`config.mk`:
```
export PLATFORM = sky130hd
export DESIGN_NAME = vppm_tx_sequencer
export DESIGN_NICKNAME = d
export VERILOG_FILES = /design/src/rtl/vppm_tx_sequencer.sv
export SDC_FILE = /design/constraint.sdc
export NUM_CORES = 1
export LEC_CHECK = 0
export ABC_CLOCK_PERIOD_IN_PS = 5100
export BUFFER_PORTS_ARGS = -buffer_cell sky130_fd_sc_hd__buf_4
export CAP_MARGIN = 20
export CELL_PAD_IN_SITES_DETAIL_PLACEMENT = 0
export CELL_PAD_IN_SITES_GLOBAL_PLACEMENT = 1
export CORE_UTILIZATION = 29
export DETAILED_ROUTE_END_ITERATION = 6
export GPL_TIMING_DRIVEN = 1
export PLACE_DENSITY_LB_ADDON = 0.1
export SETUP_SLACK_MARGIN = 0.05
export SLEW_MARGIN = 20
export SYNTH_ARGS = -nofsm -noshare
export SYNTH_HDL_FRONTEND = slang
export SYNTH_SLANG_ARGS = --single-unit
```
`constraint.sdc`:
```
create_clock -name clk -period 5.1 [get_ports clk]
set_input_delay 0.255 -clock clk [delete_from_list [all_inputs] [get_ports clk]]
set_output_delay 0.255 -clock clk [all_outputs]
set_load 0.02 [all_outputs]
```
`src/rtl/vppm_tx_sequencer.sv`:
```
// Frame sequencer for the VPPM transmitter: accepts bytes, emits a 1010.. preamble then
// data symbols, and drives stable duty/delay parameters to the PWM block on symbol boundaries.
module vppm_tx_sequencer #(
  parameter int W             = 26,
  parameter int SYM_PERIOD    = 10000,
  parameter int PREAMBLE_SYMS = 8,
  parameter bit MSB_FIRST     = 1'b1
) (
  input  logic         clk,
  input  logic         rst,
  input  logic [W-1:0] dim_duty,
  input  logic [7:0]   tx_data,
  input  logic         tx_valid,
  output logic         tx_ready,
  output logic         pwm_en,
  output logic [W-1:0] pwm_duty,
  output logic [W-1:0] pwm_delay,
  output logic         sym_stb,
  output logic         busy,
  output logic         frame_done
);

  typedef enum logic [1:0] {IDLE, PREAMBLE, DATA} state_t;

  localparam logic [W-1:0] PERIOD   = W'(SYM_PERIOD);
  localparam logic [W-1:0] CNT_LAST = W'(SYM_PERIOD - 1);
  localparam logic [7:0]   PRE_LAST = 8'(PREAMBLE_SYMS - 1);

  state_t       state;
  logic [W-1:0] sym_cnt;
  logic [W-1:0] duty_lat;
  logic [W-1:0] clamped;
  logic [7:0]   shreg;
  logic [7:0]   pre_idx;
  logic [2:0]   bit_idx;
  logic         armed;
  logic         sym_end;
  logic         byte_end;
  logic         accept;

  // armed keeps tx_ready low while reset is held and for the edge that releases it
  assign sym_end  = (sym_cnt == CNT_LAST);
  assign byte_end = (state == DATA) && sym_end && (bit_idx == 3'd7);
  assign tx_ready = armed && ((state == IDLE) || byte_end);
  assign accept   = tx_valid && tx_ready;

  always_comb begin
    clamped = dim_duty;
    if (dim_duty == '0)
      clamped = W'(1);
    else if (dim_duty > CNT_LAST)
      clamped = CNT_LAST;
  end

  function automatic logic [W-1:0] delay_for(input logic b, input logic [W-1:0] d);
    return b ? (PERIOD - d) : '0;
  endfunction

  function automatic logic first_bit(input logic [7:0] x);
    return MSB_FIRST ? x[7] : x[0];
  endfunction

  function automatic logic second_bit(input logic [7:0] x);
    return MSB_FIRST ? x[6] : x[1];
  endfunction

  function automatic logic [7:0] shifted(input logic [7:0] x);
    return MSB_FIRST ? {x[6:0], 1'b0} : {1'b0, x[7:1]};
  endfunction

  always_ff @(posedge clk) begin
    if (rst) begin
      state      <= IDLE;
      sym_cnt    <= '0;
      duty_lat   <= '0;
      shreg      <= '0;
      pre_idx    <= '0;
      bit_idx    <= '0;
      armed      <= 1'b0;
      pwm_en     <= 1'b0;
      pwm_duty   <= '0;
      pwm_delay  <= '0;
      sym_stb    <= 1'b0;
      busy       <= 1'b0;
      frame_done <= 1'b0;
    end else begin
      armed      <= 1'b1;
      sym_stb    <= 1'b0;
      frame_done <= 1'b0;
      case (state)
        IDLE: begin
          if (accept) begin
            state     <= PREAMBLE;
            shreg     <= tx_data;
            duty_lat  <= clamped;
            sym_cnt   <= '0;
            pre_idx   <= '0;
            bit_idx   <= '0;
            sym_stb   <= 1'b1;
            pwm_en    <= 1'b1;
            busy      <= 1'b1;
            pwm_duty  <= clamped;
            pwm_delay <= delay_for(1'b1, clamped);
          end
        end
        PREAMBLE: begin
          if (sym_end) begin
            sym_cnt <= '0;
            sym_stb <= 1'b1;
            if (pre_idx == PRE_LAST) begin
              state     <= DATA;
              bit_idx   <= '0;
              pwm_delay <= delay_for(first_bit(shreg), duty_lat);
            end else begin
              // next preamble index is even (a 1 symbol) exactly when the current one is odd
              pre_idx   <= pre_idx + 8'd1;
              pwm_delay <= delay_for(pre_idx[0], duty_lat);
            end
          end else begin
            sym_cnt <= sym_cnt + W'(1);
          end
        end
        DATA: begin
          if (!sym_end) begin
            sym_cnt <= sym_cnt + W'(1);
          end else if (bit_idx != 3'd7) begin
            sym_cnt   <= '0;
            sym_stb   <= 1'b1;
            bit_idx   <= bit_idx + 3'd1;
            shreg     <= shifted(shreg);
            pwm_delay <= delay_for(second_bit(shreg), duty_lat);
          end else if (accept) begin
            sym_cnt   <= '0;
            sym_stb   <= 1'b1;
            bit_idx   <= '0;
            shreg     <= tx_data;
            pwm_delay <= delay_for(first_bit(tx_data), duty_lat);
          end else begin
            state      <= IDLE;
            sym_cnt    <= '0;
            bit_idx    <= '0;
            pwm_en     <= 1'b0;
            pwm_duty   <= '0;
            pwm_delay  <= '0;
            busy       <= 1'b0;
            frame_done <= 1'b1;
          end
        end
        default: state <= IDLE;
      endcase
    end
  end

endmodule
```
==> flow_summary.ini <==
[run_status]
outcome = finished clean

[timing]
min_period_ns = 3.83
final_max_slew_viol_count = 0
min_period_over_period = 0.751
skew_ns = 0.0120
max_slew_margin = 0.298
fmax_mhz = 261
tns_ns = 0
fin_ws_ns = 1.27
finalSetupViolations = 0
tightest_slew_ns = 1.03
finalHoldViolCount = 0
whs_ns = 0.0905
rsz0062_at_grt = false

[global_route]
grt-busiest-layer = met2
grt-ovfl-total = 0
grt_first_pass_wirelength_mm = 28.5
antenna_found_initial = 0
grt_max_degree = 51
track_usage = 0.171
grt_pass1_vias = 5307
use_met1 = 0.220
grt_util_met3 = 0.0364
use_met2 = 0.281

[critical_path]
cp.required_ns = 5.41
start_kind = input port
crit_path_top_delay_cell = a2111oi_0
cp_top_family = simple AND/OR/NAND/NOR gates
cp_max_fo = 8
path_class = in -> reg
reg2reg_to = pwm_delay[23]$_SDFFE_PP0P_
r2r_slack_ns = 1.88
worstRegToRegCells = 6
worstPathArrival_ns = 4.14
crit_path_max_incr_delay_ns = 0.94
r2r-start = sym_cnt[5]$_SDFFE_PP0P_
cp-end-kind = flop
path_cells = buf_4 -> nor4_1 -> nand4_1 -> or2_2 -> nor2_1 -> ha_1 -> or3b_2 -> a2111oi_0 -> nor4_1 -> xor2_1 -> a221oi_1 -> nor2_1
path_buf_inv = 1

[clock_network]
numCtsBuffers = 17
cts_tree = yes
clock_sinks = 129
clk_latency_ns = 0.43
ctsHtreeMaxLevel = 4
cts_buffer_depth = 2
clkTransAtPathRegs_ns = 0.06
cts-root-buf = clkbuf_16
cts-hold-fix-buffers = 0
postCtsSetupBuffers = 0
postCtsResizedCells = 0

[pwr]
power_frac_clock = 0.431
p_sw_mw = 0.831
comb_power_share = 0.174
p_int_mw = 2.00
switching_share = 0.294
powerDensity_nw_per_um2 = 379
p_leak_nw = 2.87
seq_power_share = 0.395
ir_drop_mv = 0.233

[drt]
avgRoutedWirePerCell_um = 16.4
detail_route.vias_per_cell = 5.09
drtIter0Drc = 235
vias = 5433
ant_nets = 0
dr.pass1.iters = 4
wirelength_mm = 17.5
drc_errors = 0

[floorplan]
num_io_pins = 94
core_area_um2 = 20200
die_x_um = 145
initial_core_util = 0.295
num_rows = 52
die_y_um = 145
die-area_um2 = 21200

[layout]
diodes = 0
drive_gt1_frac = 0.186
design_area_um2 = 7470
synthToLayoutAreaGrowth_pct = 25.1
fillers = 2125
nNetsFinal = 831

[synth]
netlist_area_um2 = 5970
synth_nets = 745
synth_cells = 698
synth_seq_cells = 129
ys.warnings.count = 0
synthArstFlopShare = 0
ys_types = 60
avgSynthCellArea_um2 = 8.55
synth_ff_type = dfxtp_1
seq_area_frac_synth = 0.433
synth_edf_count = 0

[min_path]
holdPathEnd = shreg[4]$_SDFFE_PP0P_
worst_hold_path_type = in -> reg
min-delay-start = tx_data[4]
worst_hold_path.num_cells = 2

[place]
dp_slack_ns = 0.921
dpl-instance-area_um2 = 6870
port_buffers = 93
gp_congestion = 0.820
dpl.hpwl_mm = 12.3

[run]
drv_cap = 0
==> cells in the final DEF, fill, tap and decap left out, types with 3 or more instances in the layout <==
| master | count |
|---|---|
| o31ai_1 | 4 |
| nand4_1 | 11 |
| and3_1 | 12 |
| a221oi_1 | 9 |
| ha_1 | 10 |
| o21ai_0 | 32 |
| inv_1 | 21 |
| a22o_1 | 6 |
| clkinv_4 | 3 |
| clkbuf_1 | 4 |
| a211oi_1 | 10 |
| xor2_1 | 19 |
| a21oi_1 | 50 |
| or4_1 | 9 |
| dfxtp_1 | 129 |
| nor4_1 | 11 |
| a311oi_1 | 3 |
| a32oi_1 | 4 |
| clkbuf_16 | 17 |
| o221a_2 | 7 |
| o21bai_1 | 3 |
| nand2_1 | 63 |
| and2_1 | 29 |
| nand3_1 | 35 |
| xnor2_1 | 34 |
| nor2_1 | 80 |
| nor3_1 | 21 |
| or2_2 | 3 |
| buf_4 | 98 |
| clkbuf_8 | 3 |
| o2111ai_1 | 4 |
| nor2b_1 | 4 |
| mux2i_1 | 3 |
==> cell usage after synthesis, types with 10 or more instances <==
cell type | number | area (µm²)
nand2_1 | 63 | 236
nor4_1 | 12 | 75.1
a211oi_1 | 11 | 82.6
nand4_1 | 11 | 68.8
ha_1 | 10 | 125
nand3_1 | 35 | 175
xnor2_1 | 34 | 298
nor2_1 | 80 | 300
nor3_1 | 21 | 105
a21oi_1 | 50 | 250
dfxtp_1 | 129 | 2580
inv_1 | 21 | 78.8
clkbuf_1 | 21 | 78.8
xor2_1 | 19 | 166
and2_1 | 29 | 181
o21ai_0 | 32 | 160
and3_1 | 12 | 75.1
==> cells by family (layout without fill, tap and decap cells) <==
group / after synthesis / after routing / synth area share
compound gates: 156 / 156 / 0.176
mux: 3 / 3 / 0.00503
buf+inv: 52 / 151 / 0.0428
flops: 129 / 129 / 0.433
simple gates: 295 / 295 / 0.245
fa+ha+maj: 10 / 10 / 0.0210
xor+xnor: 53 / 53 / 0.0777
==> power groups by stage <==
stage          logic, mW  registers [mW]  clock network [mW]
3_3_place_gp       0.487            1.14                   0
4_1_cts            0.494            1.12                1.25
2_1_floorplan      0.279            1.17                   0
6_report           0.491            1.12                1.22
5_1_grt            0.538            1.13                1.30
3_5_place_dp       0.491            1.14                   0
==> area by class of cell <==
| type | count | area [µm²] | area share |
|---|---|---|---|
| Clock buffer | 24 | 482 | 0.0645 |
| Tap cell | 270 | 338 | 0.0452 |
| Sequential cell | 129 | 2580 | 0.346 |
| Inverter | 21 | 78.8 | 0.0105 |
| Timing Repair Buffer | 98 | 736 | 0.0985 |
| Clock inverter | 8 | 104 | 0.0139 |
| Multi-Input combinational cell | 517 | 3150 | 0.422 |
==> metal layers <==
metal / vias up / part of all wire
li1: 2679 / -
met1: 2624 / 0.47
met2: 104 / 0.48
met3: 26 / 0.031
met4: 0 / 0.020
met5: - / 0
==> state kept, by name, indices dropped and copies added, names as in the netlist <==
name and cells:
busy 1, armed 1, shreg 8, pwm_delay 26, bit_idx 3, frame_done 1, duty_lat 26, pre_idx 8
pwm_duty 26, sym_cnt 26, sym_stb 1, state 2
==> worst max path at each step <==
stage	start	to	slack, ns	cells past startpoint
after detailed placement	dim_duty[7]	pwm_delay[10]$_SDFFE_PP0P_	0.92	12
after CTS	dim_duty[7]	pwm_delay[10]$_SDFFE_PP0P_	1.34	12
after global routing	dim_duty[19]	pwm_delay[10]$_SDFFE_PP0P_	1.05	12
after global placement	dim_duty[7]	pwm_delay[10]$_SDFFE_PP0P_	0.93	12
final	dim_duty[19]	pwm_delay[10]$_SDFFE_PP0P_	1.27	12
after floorplan	dim_duty[7]	pwm_delay[10]$_SDFFE_PP0P_	1.19	10
==> through the flow <==
stage | total power, mW | util | instances
3_5_place_dp | 1.63 | 0.340 | 1035
3_3_place_gp | 1.62 | 0.340 | 1035
6_report | 2.83 | 0.369 | 1067
5_1_grt | 2.96 | 0.369 | 1067
4_1_cts | 2.86 | 0.369 | 1067
2_1_floorplan | 1.44 | - | 698
(Power assumes the default switching activity.)
